### src/rtl/csr_access_ctrl.sv
// csr_access_ctrl: turns the SPI byte stream into CSR commands and shares the
// single CSR port round-robin with one internal hardware requester.
// Reports protocol errors (bad address, overrun, write-data timeout).
`timescale 1ns/1ps
module csr_access_ctrl #(
  parameter int ADDR_WIDTH = 6,
  parameter int DATA_WIDTH = 8,
  parameter int DEPTH      = 32,
  parameter int TIMEOUT    = 255
) (
  input  logic                  clk,
  input  logic                  rst,
  input  logic [DATA_WIDTH-1:0] spi_rx_data,
  input  logic                  spi_rx_valid,
  output logic [DATA_WIDTH-1:0] spi_tx_data,
  output logic                  spi_tx_load,
  input  logic                  hw_req,
  input  logic                  hw_we,
  input  logic [ADDR_WIDTH-1:0] hw_addr,
  input  logic [DATA_WIDTH-1:0] hw_wdata,
  output logic                  hw_gnt,
  output logic [DATA_WIDTH-1:0] hw_rdata,
  output logic                  hw_rvalid,
  output logic                  csr_en,
  output logic                  csr_we,
  output logic [ADDR_WIDTH-1:0] csr_addr,
  output logic [DATA_WIDTH-1:0] csr_wdata,
  input  logic [DATA_WIDTH-1:0] csr_rdata,
  output logic                  busy,
  output logic                  err,
  output logic [1:0]            err_code
);

  localparam int CNT_W = (TIMEOUT > 1) ? $clog2(TIMEOUT + 1) : 1;
  localparam logic [CNT_W-1:0]      CNT_LAST = (TIMEOUT > 0) ? CNT_W'(TIMEOUT - 1) : '0;
  localparam logic [ADDR_WIDTH:0]   DEPTH_L  = (ADDR_WIDTH + 1)'(DEPTH);
  localparam logic [1:0] OP_READ     = 2'b01;
  localparam logic [1:0] OP_WRITE    = 2'b10;
  localparam logic [1:0] ERR_BADADDR = 2'b01;
  localparam logic [1:0] ERR_OVERRUN = 2'b10;
  localparam logic [1:0] ERR_TIMEOUT = 2'b11;

  typedef enum logic [1:0] {S_IDLE, S_WAIT_DATA, S_SPI_PEND, S_RD_WAIT} state_t;

  state_t                r_state;
  logic [CNT_W-1:0]      r_cnt;
  logic                  r_ptr_hw;     // 1: hardware requester wins a tie
  logic [ADDR_WIDTH-1:0] r_addr;
  logic                  r_we;
  logic [DATA_WIDTH-1:0] r_wdata;
  logic [DATA_WIDTH-1:0] r_tx_data;
  logic                  r_tx_load;
  logic                  r_hw_rvalid;
  logic                  r_hw_bad;
  logic                  r_err;
  logic [1:0]            r_err_code;

  logic [1:0]            w_op;
  logic [ADDR_WIDTH-1:0] w_rx_addr;
  logic                  w_rx_addr_ok;
  logic                  w_r_addr_ok;
  logic                  w_hw_addr_ok;
  logic                  w_spi_req;
  logic                  w_hw_req;
  logic                  w_spi_gnt;
  logic                  w_hw_gnt;
  logic                  w_to_err;
  logic                  w_bad_err;
  logic                  w_ovr_err;
  logic [1:0]            w_err_sel;

  assign w_op         = spi_rx_data[DATA_WIDTH-1 -: 2];
  assign w_rx_addr    = spi_rx_data[ADDR_WIDTH-1:0];
  assign w_rx_addr_ok = ({1'b0, w_rx_addr} < DEPTH_L);
  assign w_r_addr_ok  = ({1'b0, r_addr} < DEPTH_L);
  assign w_hw_addr_ok = ({1'b0, hw_addr} < DEPTH_L);

  // Reset suppresses both requests so an abandoned access never reaches the port
  assign w_spi_req = (r_state == S_SPI_PEND) & ~rst;
  assign w_hw_req  = hw_req & ~rst;
  assign w_spi_gnt = w_spi_req & (~w_hw_req | ~r_ptr_hw);
  assign w_hw_gnt  = w_hw_req & (~w_spi_req | r_ptr_hw);

  assign w_to_err  = (r_state == S_WAIT_DATA) & ~spi_rx_valid & (TIMEOUT != 0) & (r_cnt == CNT_LAST);
  assign w_bad_err = spi_rx_valid &
                     (((r_state == S_IDLE) & (w_op == OP_READ) & ~w_rx_addr_ok) |
                      ((r_state == S_WAIT_DATA) & ~w_r_addr_ok));
  assign w_ovr_err = spi_rx_valid & ((r_state == S_SPI_PEND) | (r_state == S_RD_WAIT));

  // Error code selection with timeout > bad address > overrun precedence
  always_comb begin
    w_err_sel = ERR_OVERRUN;
    if (w_to_err)       w_err_sel = ERR_TIMEOUT;
    else if (w_bad_err) w_err_sel = ERR_BADADDR;
  end

  // CSR port driven by the winning requester; all zero when nobody is granted
  always_comb begin
    csr_en    = 1'b0;
    csr_we    = 1'b0;
    csr_addr  = '0;
    csr_wdata = '0;
    if (w_spi_gnt) begin
      csr_en    = 1'b1;
      csr_we    = r_we;
      csr_addr  = r_addr;
      csr_wdata = r_we ? r_wdata : '0;
    end else if (w_hw_gnt && w_hw_addr_ok) begin
      csr_en    = 1'b1;
      csr_we    = hw_we;
      csr_addr  = hw_addr;
      csr_wdata = hw_we ? hw_wdata : '0;
    end
  end

  // Command address/op and write data capture (data path, no reset needed)
  always_ff @(posedge clk) begin
    if (r_state == S_IDLE && spi_rx_valid) begin
      r_addr <= w_rx_addr;
      r_we   <= (w_op == OP_WRITE);
    end
    if (r_state == S_WAIT_DATA && spi_rx_valid) r_wdata <= spi_rx_data;
  end

  // SPI command FSM, arbitration pointer, response and error registers
  always_ff @(posedge clk) begin
    if (rst) begin
      r_state     <= S_IDLE;
      r_cnt       <= '0;
      r_ptr_hw    <= 1'b0;
      r_tx_data   <= '0;
      r_tx_load   <= 1'b0;
      r_hw_rvalid <= 1'b0;
      r_hw_bad    <= 1'b0;
      r_err       <= 1'b0;
      r_err_code  <= 2'b00;
    end else begin
      r_tx_load <= 1'b0;
      case (r_state)
        S_IDLE: begin
          if (spi_rx_valid) begin
            if (w_op == OP_READ) begin
              if (w_rx_addr_ok) begin
                r_state <= S_SPI_PEND;
              end else begin
                r_tx_data <= '1;
                r_tx_load <= 1'b1;
              end
            end else if (w_op == OP_WRITE) begin
              r_cnt   <= '0;
              r_state <= S_WAIT_DATA;
            end
          end
        end
        S_WAIT_DATA: begin
          if (spi_rx_valid)  r_state <= w_r_addr_ok ? S_SPI_PEND : S_IDLE;
          else if (w_to_err) r_state <= S_IDLE;
          else               r_cnt   <= r_cnt + 1'b1;
        end
        S_SPI_PEND: begin
          if (w_spi_gnt) r_state <= r_we ? S_IDLE : S_RD_WAIT;
        end
        S_RD_WAIT: begin
          r_tx_data <= csr_rdata;
          r_tx_load <= 1'b1;
          r_state   <= S_IDLE;
        end
        default: r_state <= S_IDLE;
      endcase
      if (w_spi_gnt)     r_ptr_hw <= 1'b1;
      else if (w_hw_gnt) r_ptr_hw <= 1'b0;
      r_hw_rvalid <= w_hw_gnt & ~hw_we;
      r_hw_bad    <= w_hw_gnt & ~w_hw_addr_ok;
      r_err       <= w_to_err | w_bad_err | w_ovr_err;
      if (w_to_err | w_bad_err | w_ovr_err) r_err_code <= w_err_sel;
    end
  end

  assign spi_tx_data = r_tx_data;
  assign spi_tx_load = r_tx_load;
  assign hw_gnt      = w_hw_gnt;
  assign hw_rvalid   = r_hw_rvalid;
  assign hw_rdata    = r_hw_bad ? '1 : csr_rdata;
  assign busy        = (r_state != S_IDLE);
  assign err         = r_err;
  assign err_code    = r_err_code;

endmodule

### config.mk
export PLATFORM = sky130hd
export DESIGN_NAME = csr_access_ctrl
export DESIGN_NICKNAME = d
export VERILOG_FILES = /design/src/rtl/csr_access_ctrl.sv
export SDC_FILE = /design/constraint.sdc
export NUM_CORES = 1
export LEC_CHECK = 0
export CAP_MARGIN = 15
export CORE_MARGIN = 2
export CORE_UTILIZATION = 40
export DETAILED_ROUTE_END_ITERATION = 10
export GPL_ROUTABILITY_DRIVEN = 1
export PLACE_DENSITY = 0.74
export RECOVER_POWER = 100
export SYNTH_ARGS = -nofsm -noshare
export SYNTH_HDL_FRONTEND = slang
export SYNTH_SLANG_ARGS = --single-unit
### constraint.sdc
create_clock -name clk -period 4.9 [get_ports clk]
set_input_delay 1.225 -clock clk [delete_from_list [all_inputs] [get_ports clk]]
set_output_delay 1.225 -clock clk [all_outputs]
set_load 0.005 [all_outputs]
* Word level (Yosys, flattened, before mapping) *
Index checks and enable logic that the tools add are counted.

cells by class
  bitwise logic cells = 28
  div/mod/pow operators = 0
  $lt $le $gt $ge = 3
  multiply operators = 0
  multiplexer cells = 39
  $add $sub $neg = 1
  reductions and logical operators = 11
  shifts and indexed selects = 0
  equality and inequality tests = 17

operators by type and width
  cell                                                                     count
  8-bit 2-to-1 mux                                                         13
  8-bit one-hot mux with 2 select lines                                    2
  2-bit 2-to-1 mux                                                         11
  6-bit less-than comparator, second input constant                        3
  1-bit bitwise AND                                                        13
  6-bit 2-to-1 mux                                                         2
  2-bit inequality test, second input constant                             6
  1-bit 2-to-1 mux                                                         9
  1-bit NOT                                                                9
  8-bit by 1-bit adder with 8-bit output, second input constant            1
  8-bit equality test, second input constant                               1
  2-bit one-hot mux with 4 select lines                                    1
  2-bit nonzero test                                                       4
  2-bit equality test, second input constant                               3
  3-bit inequality test, second input constant                             2
  1-bit OR                                                                 6
  6-bit AND reduction                                                      1
  5-bit AND reduction                                                      1
  2-bit by 1-bit equality test with 1-bit output, second input constant    2
  2-bit by 1-bit inequality test with 1-bit output, second input constant  2
  4-bit AND reduction                                                      1
  1-bit logical AND                                                        3
  3-bit by 1-bit inequality test with 1-bit output, second input constant  1
  2-bit zero test                                                          1
  1-bit one-hot mux with 2 select lines                                    1

storage, ports and cells
  bits in read-only memories = 0
  bits in registers = 40
  memories = 0
  latch bits = 0
  bits in writable memories = 0
  output and inout bits = 39
  word-level logic and storage cells = 111

* Logic depth before layout (Yosys ltp) *
  depth in word-level cells = 8
  gate-level depth with buffers = 7

* Worst setup path before layout *
OpenSTA, ideal clock, no wires.

  path kind = input to output
  from = input rst
  to = output csr_wdata[0]
  stages = 4
  path slack = 1.641 ns
  arrival = 2.034 ns
  path buffers = 1
  data required time = 3.675 ns
  path through = nor4b_4 > and2_1 > buf_4 > a22o_1

between the ends
  word-level cells in the longest chain between the ends = 8

RTL lines
  what                RTL line  text
  from (decl)         12        input logic rst,
  1-bit NOT *         79, 80
  1-bit bitwise AND   79        assign w_spi_req = (r_state == S_SPI_PEND) & ~rst;
  1-bit NOT           82        assign w_hw_gnt = w_hw_req & (~w_spi_req | r_ptr_hw);
  1-bit OR            82
  1-bit bitwise AND   82
  1-bit logical AND   108       end else if (w_hw_gnt && w_hw_addr_ok) begin
  8-bit 2-to-1 mux    108
  8-bit 2-to-1 mux *  103       if (w_spi_gnt) begin
  to (decl)           27        output logic [DATA_WIDTH-1:0] csr_wdata,

Every way passes the cells marked *; elsewhere a longest branch is shown, timed or not.

* Final worst setup path *
  from = input rst
  to = output csr_we

between the ends
  word-level cells in the longest chain between the ends = 8

RTL lines
  what                RTL line  text
  1-bit NOT *         79, 80
  1-bit bitwise AND   79
  1-bit NOT           82
  1-bit OR            82
  1-bit bitwise AND   82
  1-bit logical AND   108
  1-bit 2-to-1 mux    108
  1-bit 2-to-1 mux *  103
  to (decl)           25        output logic csr_we,

Marked as above.

==> results.toml <==
[synthesis]
synth_top_area_cell = "dfxtp_1"
syn_inst = 176
syn_avg_cell_area_sq_um = 11.1
ys_ff_latch = 40
synth_area_sq_um = 1950
synthTopCellsByArea = "dfxtp_1 26%, edfxtp_1 23%, a22o_1 5.9%"
synth_edf_count = 15
synth_top_cell_area_share = 0.257
syn-num-nets = 218
synth_ff_type = "dfxtp_1"
ys_warn_count = 0
async_flop_share = 0
synthTopCellsByCount = "25 x dfxtp_1, 15 x edfxtp_1, 13 x a22o_1, 12 x or2_2, 10 x a21oi_1"
yosys.cell_count.top_type = "dfxtp_1"
yosysSeqAreaShare = 0.489
netlist-cell-type-count = 47

[final_layout]
syn2layout_area_growth_pct = 44.4
finalNonFillerCells = 308
antenna_cells = 0
final_nets = 295
layout-drive-gt1-share = 0.122
fin_area_sq_um = 2810

[global_routing]
antenna_found_initial = 0
grt_pass1_wl_um = 7130
grt_overflow = 0
grt_max_degree = 13
grt_pass1_vias = 1479
grtUsageTotal = 0.173

[placed_design]
dpl.hpwl_um = 3550
io_buffers = 73
dpl_cell_area_sq_um = 2730
gp_congestion = 0.876
dp.cells = 300

[sta]
fin_crit_sh = 0.931
setup_violations = 0
skew_ns = 0.00207
tightest_slew_ns = 0.758
fin_tns_setup_ns = 0
finalHoldViolCount = 0
rsz0062_at_grt = "no"
slew_viol_final = 0
min_period_ns = 4.56
fmax_ghz = 0.219
relSlewSlack = 0.493

[job]
cap_violations = 0

[route]
drt_iter0_markers = 71
wl_per_cell_um = 14.8
ant_nets = 0
drc_errors = 0
firstDrtPassIters = 4
vias = 1618
vias_per_cell = 5.25
finalWirelength_um = 4570

[pwr]
fin_total_pwr_mw = 1.01
p_leak_nw = 1.14
powerDensity_nw_per_um2 = 361
ir_drop_mv = 0.225

[worst_setup_path]
crit_required_ns = 3.67
cp_max_fo = 9
worstPathArrival_ns = 3.34
worstSetupStartpointType = "input port"
crit_type = "input port to output port"
endpoint_kind = "output port"

[clocking]
clk_pin_slew_ns = 0.07
post-cts-setup-buffer-count = 0
clock_path_buffers = 2
cts_buffers = 5
clock_sinks = 40
clk_latency_ns = 0.29
post_cts_resized = 0
cts_max_level = 2
cts_hold_buf = 0
cts_tree = "done"
root_buffer = "clkbuf_8"

[die]
ios = 74
die_height_um = 73.7
die_w_um = 73.7
core_sq_um = 4690
die-area_sq_um = 5440
floorplan.rows = 25
initial_core_util = 0.415

[hold_path]
hold_class = "register to register"

[status]
status = "complete, no violations"
-- layer usage --
metal,vias to the layer above,part of all wire,global-route usage,wire length [um]
met5,-,0,0,0
met4,0,0.016,0.0667,72
met3,7,0.067,0.0521,307
met2,48,0.44,0.262,2020
met1,743,0.47,0.233,2170
li1,820,-,-,-
-- metrics by stage --
stage / setup WS (ns) / utilization / hold WS, ns
after CTS: 0.495 / 0.604 / 0.464
after floorplan: 1.64 / - / 0.453
final: 0.336 / 0.599 / 0.459
after global placement: 0.622 / 0.582 / 0.453
after detailed placement: 0.510 / 0.582 / 0.450
after global routing: 0.240 / 0.599 / 0.481
-- worst max-delay path: stages --
cell           delay (ns)
dlygate4sd3_1        0.62
a21oi_1              0.30
and3_1               0.44
or2_2                0.17
dlygate4sd3_1        0.57
-- area by class of cell --
type,instances,area (sq um)
fill,421,1880
sequential,40,951
multi-input combinational,123,912
timing repair buffer,75,742
clock buffer,5,68.8
tap,54,67.6
clock inverter,3,37.5
inverter,8,30.0
-- registers in the layout, summed over array words and instances, names as in the netlist --
register     flops
err              1
err_code         2
hw_rvalid        1
r_addr           6
r_cnt            8
r_hw_bad         1
r_ptr_hw         1
r_state          2
r_wdata          8
r_we             1
spi_tx_data      8
spi_tx_load      1
-- power breakdown --
part / internal (mW) / switching, mW / total, mW / leakage [nW]
clock: 0.148 / 0.107 / 0.255 / 0.0532
sequential: 0.409 / 0.0272 / 0.436 / 0.343
combinational: 0.170 / 0.154 / 0.324 / 0.745
total: 0.726 / 0.288 / 1.01 / 1.14
-- placed cells by master (no fill, tap or decap), types with 2 or more instances in the layout --
cell	Yosys	final
a21oi_1	10	10
nand3_1	8	8
clkinv_1	0	2
a22o_1	13	13
dlygate4sd3_1	0	49
dfxtp_1	25	25
and3_1	3	3
o31ai_1	2	2
clkdlybuf4s50_1	0	24
mux2i_1	3	3
nand2b_1	5	6
nor2b_1	3	3
ha_1	7	7
and2b_1	1	2
o21ai_0	2	2
a211oi_1	4	4
inv_1	8	8
o221a_2	8	8
or3_1	2	2
nor3_1	2	2
or2_2	12	12
and2_0	1	3
nor3b_1	3	3
a221o_1	2	2
edfxtp_1	15	15
nor2_1	5	5
clkbuf_8	0	5
nand2_1	6	6
-- final timing paths --
path,cells past startpoint,start,slack (ns),end
worst max-delay path,5,rst,0.34,csr_we
worst min-delay path,2,err_code[0],0.46,err_code[0]
worst max register to register,7,r_state[0],2.70,spi_tx_data[0]
worst min register to register,2,err_code[0],0.46,err_code[0]
-- cells by family (layout without fill, tap and decap cells) --
kind of cell	count (synthesis)	in the layout	share of synthesized area
xor+xnor	2	2	0.00900
mux	3	3	0.0154
simple gates	61	61	0.199
buf+inv	13	91	0.0309
fa+ha+maj	7	7	0.0450
compound gates	50	50	0.212
flops	40	40	0.489
No activity file was read; power rests on OpenSTA's default activity.
